--- config.mk ---
export PLATFORM = sky130hd
export DESIGN_NAME = multicycle_sequencer
export DESIGN_NICKNAME = d
export VERILOG_FILES = /design/src/rtl/cpu_ctrl_pkg.sv /design/src/rtl/ack_watchdog.sv /design/src/rtl/multicycle_sequencer.sv
export SDC_FILE = /design/constraint.sdc
export NUM_CORES = 1
export LEC_CHECK = 0
export CAP_MARGIN = 5
export CELL_PAD_IN_SITES_DETAIL_PLACEMENT = 1
export CELL_PAD_IN_SITES_GLOBAL_PLACEMENT = 1
export CORE_ASPECT_RATIO = 0.6
export CORE_MARGIN = 5
export CORE_UTILIZATION = 34
export DETAILED_ROUTE_END_ITERATION = 7
export GPL_TIMING_DRIVEN = 1
export PLACE_DENSITY_LB_ADDON = 0.25
export SETUP_SLACK_MARGIN = 0.3
export SKIP_CTS_REPAIR_TIMING = 1
export SYNTH_ARGS = -nofsm -noshare
export SYNTH_HDL_FRONTEND = slang
export SYNTH_SLANG_ARGS = --single-unit
--- constraint.sdc ---
create_clock -name CLK -period 2 [get_ports CLK]
set_clock_uncertainty 0.1 [all_clocks]
set_input_delay 0.6 -clock CLK [delete_from_list [all_inputs] [get_ports CLK]]
set_output_delay 0.6 -clock CLK [all_outputs]
set_load 0.01 [all_outputs]
--- src/rtl/cpu_ctrl_pkg.sv ---
// Shared control definitions for the RV32 multi-cycle core: FSM state codes and base opcodes.
// Latency: n/a (definitions only).
// Backpressure: n/a.
package cpu_ctrl_pkg;

    typedef enum logic [2:0] {
        S_FETCH     = 3'd0,
        S_DECODE    = 3'd1,
        S_EXECUTE   = 3'd2,
        S_MEMORY    = 3'd3,
        S_WRITEBACK = 3'd4,
        S_FAULT     = 3'd7
    } state_t;

    // RV32I base opcodes, kept in step with the instruction decoder
    localparam logic [6:0] OPC_LOAD   = 7'b0000011;
    localparam logic [6:0] OPC_STORE  = 7'b0100011;
    localparam logic [6:0] OPC_BRANCH = 7'b1100011;
    localparam logic [6:0] OPC_OP     = 7'b0110011;
    localparam logic [6:0] OPC_OP_IMM = 7'b0010011;
    localparam logic [6:0] OPC_LUI    = 7'b0110111;
    localparam logic [6:0] OPC_AUIPC  = 7'b0010111;
    localparam logic [6:0] OPC_JAL    = 7'b1101111;
    localparam logic [6:0] OPC_JALR   = 7'b1100111;

    function automatic logic is_request_state(input state_t s);
        return (s == S_FETCH) || (s == S_MEMORY);
    endfunction

endpackage

--- src/rtl/ack_watchdog.sv ---
// Counts consecutive un-acked request cycles; flags expiry in request cycle MEM_TIMEOUT.
// Latency: combinational expired; counter updates on the clock edge.
// Backpressure: none; an ack in the limit cycle wins over expiry. MEM_TIMEOUT=0 disables.
module ack_watchdog #(
    parameter int unsigned MEM_TIMEOUT = 15
) (
    input  logic clk,
    input  logic start,
    input  logic req,
    input  logic ack,
    output logic expired
);

    localparam bit          ENABLE = (MEM_TIMEOUT != 0);
    localparam int unsigned LIMIT  = ENABLE ? MEM_TIMEOUT - 1 : 0;
    localparam int unsigned W      = (MEM_TIMEOUT > 1) ? $clog2(MEM_TIMEOUT) : 1;

    // cnt holds the number of earlier request cycles that went without ack
    logic [W-1:0] cnt;

    always_ff @(posedge clk) begin
        if (start) begin
            cnt <= '0;
        end else if (req && !ack && (cnt != W'(LIMIT))) begin
            cnt <= cnt + W'(1);
        end
    end

    assign expired = ENABLE && req && !ack && (cnt == W'(LIMIT));

endmodule

--- src/rtl/multicycle_sequencer.sv ---
// Multi-cycle control FSM: fetch/decode/execute/memory/writeback with one-cycle strobes.
// Latency: 4 cycles ALU, 3 execute-retire, plus memory wait cycles; retire count lags one cycle.
// Backpressure: holds IMEM/DMEM requests until ack; watchdog expiry parks the core in FAULT.
module multicycle_sequencer
    import cpu_ctrl_pkg::*;
#(
    parameter int unsigned MEM_TIMEOUT = 15,
    parameter int unsigned CNT_W       = 32
) (
    input  logic             CLK,
    input  logic             RST,
    input  logic             IMEM_ACK,
    input  logic             DMEM_ACK,
    input  logic             WREG,
    input  logic             WMEM,
    input  logic             RMEM,
    input  logic             BRANCH,
    input  logic             BR_TAKEN,
    input  logic             ILLEGAL,
    output logic             IMEM_REQ,
    output logic             DMEM_REQ,
    output logic             DMEM_WE,
    output logic             IR_LOAD,
    output logic             PC_INC,
    output logic             PC_BRANCH,
    output logic             REG_WE,
    output logic             HALTED,
    output logic [2:0]       STATE,
    output logic [CNT_W-1:0] INSTR_COUNT
);

    state_t state, state_nxt;
    logic wreg_q, wmem_q, rmem_q, branch_q, taken_q;
    logic [CNT_W-1:0] instr_cnt;

    logic imem_req_c, dmem_req_c, dmem_we_c, ir_load_c, reg_we_c, halted_c;
    logic retire, taken_now;
    logic wd_start, wd_req, wd_ack, wd_expired;

    // watchdog inputs come straight from the state register to keep the next-state logic acyclic
    assign wd_req   = is_request_state(state);
    assign wd_ack   = (state == S_FETCH) ? IMEM_ACK : DMEM_ACK;
    assign wd_start = RST || ((state_nxt != state) && is_request_state(state_nxt));

    ack_watchdog #(.MEM_TIMEOUT(MEM_TIMEOUT)) u_wd (
        .clk     (CLK),
        .start   (wd_start),
        .req     (wd_req),
        .ack     (wd_ack),
        .expired (wd_expired)
    );

    always_comb begin
        state_nxt  = state;
        imem_req_c = 1'b0;
        dmem_req_c = 1'b0;
        dmem_we_c  = 1'b0;
        ir_load_c  = 1'b0;
        reg_we_c   = 1'b0;
        halted_c   = 1'b0;
        retire     = 1'b0;
        taken_now  = 1'b0;
        case (state)
            S_FETCH: begin
                imem_req_c = 1'b1;
                if (IMEM_ACK) begin
                    ir_load_c = 1'b1;
                    state_nxt = S_DECODE;
                end else if (wd_expired) begin
                    state_nxt = S_FAULT;
                end
            end
            S_DECODE: begin
                if (ILLEGAL || (WMEM && RMEM)) state_nxt = S_FAULT;
                else                           state_nxt = S_EXECUTE;
            end
            S_EXECUTE: begin
                taken_now = branch_q && BR_TAKEN;
                if (wmem_q || rmem_q) begin
                    state_nxt = S_MEMORY;
                end else if (wreg_q) begin
                    state_nxt = S_WRITEBACK;
                end else begin
                    retire    = 1'b1;
                    state_nxt = S_FETCH;
                end
            end
            S_MEMORY: begin
                dmem_req_c = 1'b1;
                dmem_we_c  = wmem_q;
                taken_now  = taken_q;
                if (DMEM_ACK) begin
                    if (rmem_q) begin
                        state_nxt = S_WRITEBACK;
                    end else begin
                        retire    = 1'b1;
                        state_nxt = S_FETCH;
                    end
                end else if (wd_expired) begin
                    state_nxt = S_FAULT;
                end
            end
            S_WRITEBACK: begin
                reg_we_c  = 1'b1;
                taken_now = taken_q;
                retire    = 1'b1;
                state_nxt = S_FETCH;
            end
            S_FAULT: begin
                halted_c = 1'b1;
            end
            default: begin
                state_nxt = S_FAULT;
            end
        endcase
    end

    always_ff @(posedge CLK) begin
        if (RST) begin
            state     <= S_FETCH;
            wreg_q    <= 1'b0;
            wmem_q    <= 1'b0;
            rmem_q    <= 1'b0;
            branch_q  <= 1'b0;
            taken_q   <= 1'b0;
            instr_cnt <= '0;
        end else begin
            state <= state_nxt;
            if (state == S_DECODE && state_nxt == S_EXECUTE) begin
                wreg_q   <= WREG;
                wmem_q   <= WMEM;
                rmem_q   <= RMEM;
                branch_q <= BRANCH;
            end
            if (state == S_EXECUTE) taken_q <= branch_q && BR_TAKEN;
            if (retire) instr_cnt <= instr_cnt + CNT_W'(1);
        end
    end

    // reset forces every output low, including mid-request
    assign IMEM_REQ    = imem_req_c && !RST;
    assign DMEM_REQ    = dmem_req_c && !RST;
    assign DMEM_WE     = dmem_we_c && !RST;
    assign IR_LOAD     = ir_load_c && !RST;
    assign PC_INC      = retire && !taken_now && !RST;
    assign PC_BRANCH   = retire && taken_now && !RST;
    assign REG_WE      = reg_we_c && !RST;
    assign HALTED      = halted_c && !RST;
    assign STATE       = RST ? 3'd0 : state;
    assign INSTR_COUNT = RST ? '0 : instr_cnt;

endmodule

---- Yosys cells after proc, flatten, opt, wreduce, memory -nomap -nowiden ----
Index checks and enable logic that the tools add are counted.
cells by class
  add/subtract/negate cells ............... 2
  multipliers ............................. 0
  divide/modulo/power cells ............... 0
  order comparisons ....................... 0
  eq/ne operators ......................... 10
  shift-type cells ........................ 0
  muxes and demuxes ....................... 24
  bitwise gates (word level) .............. 0
  reduce and logical (&&, ||, !) cells .... 28
operators by type and width
  kind                   number
  $add 32x1->32 const B  1
  $mux 32                1
  $mux 3                 8
  $pmux 3 s6             1
  $logic_and 1x1->1      17
  $eq 3x2->1 const B     4
  $mux 1                 12
  $eq 3x3->1 const B     2
  $logic_not 3->1        2
  $logic_or 1x1->1       5
  $add 4x1->4 const B    1
  $eq 4x4->1 const B     1
  $ne 4x4->1 const B     1
  $eq 3x1->1 const B     1
  $logic_not 1->1        3
  $ne 3x3->1             1
  $pmux 1 s3             1
  $pmux 1 s2             1
  $reduce_or 2->1        1
word-level totals
  bits in registers ....................... 44
  bits in latches ......................... 0
  bits in writable memories ............... 0
  bits in read-only memories .............. 0
  input port bits ......................... 10
  output and inout bits ................... 43
  logic and storage cells ................. 72
  memories ................................ 0

---- Depth between registers and ports, before layout ----
  depth in word-level cells ............... 12
  mapped depth ............................ 7
  gate-level depth less buffers ........... 7

---- By module ----
From an unflattened synthesis, not the netlist that was laid out.
unflattened totals
  cells, all modules ...................... 332
  area total of the unflattened synthesis .. 2676.3 µm²
modules (own cells, without submodules)
  module                instances  cells an instance  area an instance (µm²)  sequential area each (µm²)
  multicycle_sequencer  1          307                2439.8                  800.8
  ack_watchdog          1          25                 236.5                   80.1

---- Worst setup path before layout ----
OpenSTA, ideal clock, no wires.
  path type ............................... register -> output
  start ................................... register state[1]
  end ..................................... output DMEM_WE
  arrival time ............................ 1491 ps
  required time ........................... 1300 ps
  slack ................................... -191 ps
  stages on the path, launching flop included .. 5
  path buffers ............................ 1
  path through ............................ dfxtp_1 > clkbuf_1 > nand2b_1 > nor3b_1 > and2_1
on the way
  cells in the longest elaborated chain, start to end .. 3
RTL lines
  what                      RTL line                     text
  start: declaration        multicycle_sequencer.sv:32   state_t state, state_nxt;
  start signal: assignment  multicycle_sequencer.sv:128  state <= state_nxt;
  $eq 3x2->1                multicycle_sequencer.sv:63   case (state)
  $mux 1                    multicycle_sequencer.sv:63
  $logic_and 1x1->1         multicycle_sequencer.sv:143  assign DMEM_WE = dmem_we_c && !RST;
  end: declaration          multicycle_sequencer.sv:22   output logic DMEM_WE,
Every way passes these cells.

---- Worst setup path after layout ----
  start ................................... register state[1]
  end ..................................... output PC_BRANCH
on the way
  cells in the longest elaborated chain, start to end .. 5
  elaborated cells between the ends (all ways) .. 8
  classes of those cells .................. eq/ne (3); mux (2); reduce/logical (3)
RTL lines
  what                                      RTL line                     text
  $eq 3x2->1 or $eq 3x3->1 (tied branches)  multicycle_sequencer.sv:63
  $reduce_or 2->1 (no line)                 n/a
  $pmux 1 s2                                multicycle_sequencer.sv:63
  $logic_and 1x1->1 (*) (2 in series)       multicycle_sequencer.sv:146  assign PC_BRANCH = retire && taken_now && !RST;
  end: declaration                          multicycle_sequencer.sv:25   output logic PC_BRANCH,
Every way passes the cells marked *; elsewhere a longest branch is shown, timed or not.

==> results by group <==
Timing
  – Final Hold Vio Count: 0
  – Final setup TNS: -6980 ps
  – Final hold slack: 404 ps
  – Post-layout min period: 2410 ps
  – Final worst slack: -412 ps
  – Setup violators final: 44
  – Unrepaired setup endpoints after global routing: true
  – Final slew viol count: 0
  – Least-Margin Pin Slew: 449 ps
  – Achievable Freq: 415 MHz
  – Max-slew headroom: 0.699
  – Post-route clock period utilization: 1.21

Global routing
  – Gr usage total: 0.182
  – First-pass GRT wire length: 13.9 mm
  – Vias in the first global route: 2,766
  – Grt ovf: 0
  – GRT Max-Usage Layer: met2
  – Largest net degree at the start of global routing: 18
  – Met3 Use GR: 0.0319
  – Met2 Use GR: 0.289
  – Initial antenna violation count: 0
  – Met1 Usage GRT: 0.258

Job
  – Max Cap Violations: 0

Routing
  – Residual DRC count: 0
  – Drt wl/cell: 22.0 um
  – Detail Route Antenna Nets: 0
  – Iteration-0 DRC Markers: 179
  – Vias: 2,971
  – Pre-Repair DR Iteration Count: 4
  – Aggregate routed wire length: 11.6 mm
  – Via density: 5.61

Synthesis
  – Syn avg cell area: 8.22 um2
  – Syn Nets: 318
  – Post-synth top cells: dfxtp_1 (44), nor2_1 (38), nor2b_1 (30), a21oi_1 (20), nand2_1 (19)
  – Post-synthesis register bit count: 44
  – Synthesized area: 2510 um2
  – EDFF count, synth: 0
  – Asr flop ratio synth: 0
  – Yosys top cell area share: 0.351
  – Most common cell in the netlist: dfxtp_1
  – Post-synth top area cell: dfxtp_1
  – Ys flop type: dfxtp_1
  – Yosys cell types: 52
  – Post-Synthesis Cells: 305
  – Dominant cells by area after synthesis: dfxtp_1 (35%), nor2b_1 (7.5%), nor2_1 (5.7%), a21oi_1 (4.0%), xnor2_1 (3.8%)
  – Synth warn: 0
  – Sequential fraction of the synthesis area: 0.351

Floorplanning
  – Die height: 76.5 um
  – Starting Density: 0.348
  – Rows: 24
  – Die footprint: 9240 um2
  – Horiz. Die Dim: 121 um
  – Core ar.: 7210 um2
  – I/O pins: 53

Placement
  – I/O Buffers: 52
  – Detailed Place HPWL: 6.37 mm
  – Global placement routability congestion: 0.845

Min path
  – Worst min path class: reg -> reg

Clock tree
  – Clock Latency Late Sink: 290 ps
  – Clk sinks: 44
  – CTS Buf Count: 5
  – Clock-pin slew on the worst setup and hold paths: 70 ps
  – H-tree levels: 2
  – TritonCTS clock tree: yes
  – Root buffer cell: clkbuf_16
  – Clk buf depth: 2

Power
  – Max IR drop VDD: 0.346 mV
  – Leak: 1.83 nW
  – PD cells: 613 nW/um2

Setup path
  – Data arrival time of the critical path: 1710 ps
  – Top cell by count, worst path: nor2_4
  – Critical Path Source Type: flip-flop
  – CP cell instances: or3b_4 > o22ai_4 > nor2_4 > nor2_4 > and2_4 > buf_6
  – Critical path endpoint category: output port
  – Slowest stage cell, crit path: or3b_4
  – Crit Path Max Fanout: 4
  – Crit-path max cell delay: 420 ps
  – Req. time, crit path: 1300 ps
  – Setup Crit Path Kind: reg -> out

Layout
  – Fillers: 787
  – Layout net count: 451
  – Layout cells sized above 1: 0.519
  – Inserted Diodes: 0
  – Area grow syn2layout: 84.5%

Status
  – Failing checks: negative setup slack
  – Status: finished with violations
[sequential cells by signal, indices dropped and copies added, names as in the netlist]
| signal | count |
|---|---|
| instr_cnt | 32 |
| u_wd.cnt | 4 |
| state | 3 |
| branch_q | 1 |
| rmem_q | 1 |
| taken_q | 1 |
| wmem_q | 1 |
| wreg_q | 1 |
[cell families (layout without fill, tap and decap cells)]
| kind of cell | count (synthesis) | in the layout | synth area share |
|---|---|---|---|
| muxes | 6 | 6 | 0.0245 |
| AOI/OAI and AO/OA | 63 | 63 | 0.175 |
| DFF | 44 | 44 | 0.351 |
| adders and majority gates | 3 | 3 | 0.0150 |
| xor gates and xnor gates | 18 | 18 | 0.0629 |
| buffers and inverters | 21 | 155 | 0.0330 |
| and+or+nand+nor | 150 | 150 | 0.338 |
[through the flow]
step	utilization	instance area [um2]	worst slack, ps	std cells	total power [W]
after global routing	0.641	4620	-463	530	0.00294
after floorplan	-	2780	-85.0	305	0.00132
final	0.641	4620	-412	530	0.00283
after CTS	0.544	3920	-1050	501	0.00255
after detailed placement	0.521	3750	-1040	493	0.00160
after global placement	0.521	3750	-987	493	0.00158
[worst max-delay path, delay by kind of cell, from the launching register on]
family                 cells  cell delay (ps)
AND/OR/NAND/NOR            4              740
flip-flops                 1              370
AO/OA/AOI/OAI              1              210
buffers and inverters      1               90
[layout by cell type, fill, tap and decap left out, types with 6 or more instances in the layout]
| cell type | count |
|---|---|
| buf_4 | 60 |
| buf_6 | 43 |
| dfxtp_1 | 32 |
| nor2_1 | 29 |
| nor2b_4 | 21 |
| nand2_1 | 17 |
| buf_2 | 14 |
| a21oi_1 | 13 |
| o21ai_0 | 10 |
| nor2b_1 | 9 |
| xnor2_1 | 9 |
| dfxtp_2 | 9 |
| nand3_1 | 8 |
| inv_1 | 7 |
| nor2_4 | 7 |
| xor2_1 | 7 |
| buf_8 | 7 |
| a21oi_2 | 6 |
| nand4_1 | 6 |
| or4_1 | 6 |
| clkbuf_16 | 6 |
[worst paths after layout]
| path | startpoint | endpoint | slack, ps | cells after the start |
|---|---|---|---|---|
| max | state[1]$_SDFF_PP0_ | PC_BRANCH | -410 | 6 |
| min | taken_q$_SDFFE_PP0P_ | taken_q$_SDFFE_PP0P_ | 400 | 2 |
| max reg2reg | state[1]$_SDFF_PP0_ | instr_cnt[21]$_SDFFE_PP0P_ | -320 | 7 |
| min reg2reg | taken_q$_SDFFE_PP0P_ | taken_q$_SDFFE_PP0P_ | 400 | 2 |
[layout make-up]
type	instances	area [um2]	area share
multi-input cells	240	2050	0.444
repair buffers	140	1370	0.295
flip-flops and latches	44	903	0.195
clock buffers	6	129	0.0279
well taps	91	114	0.0246
clock inverters	2	35.0	0.00758
inverters	7	26.3	0.00568
[metal layers]
metal / share of wire / wire length (um)
met1: 0.43 / 4980
met2: 0.48 / 5600
met4: 0.025 / 294
met3: 0.066 / 764
met5: 0 / 0
[where the power goes]
| part | total, W | switching, W | internal (W) |
|---|---|---|---|
| Clock | 0.000967 | 0.000377 | 0.000589 |
| Sequential | 0.000992 | 0.0000687 | 0.000923 |
| Combinational | 0.000876 | 0.000426 | 0.000450 |
| Total | 0.00283 | 0.000872 | 0.00196 |
Note: power is estimated with default switching activity, not from simulation.
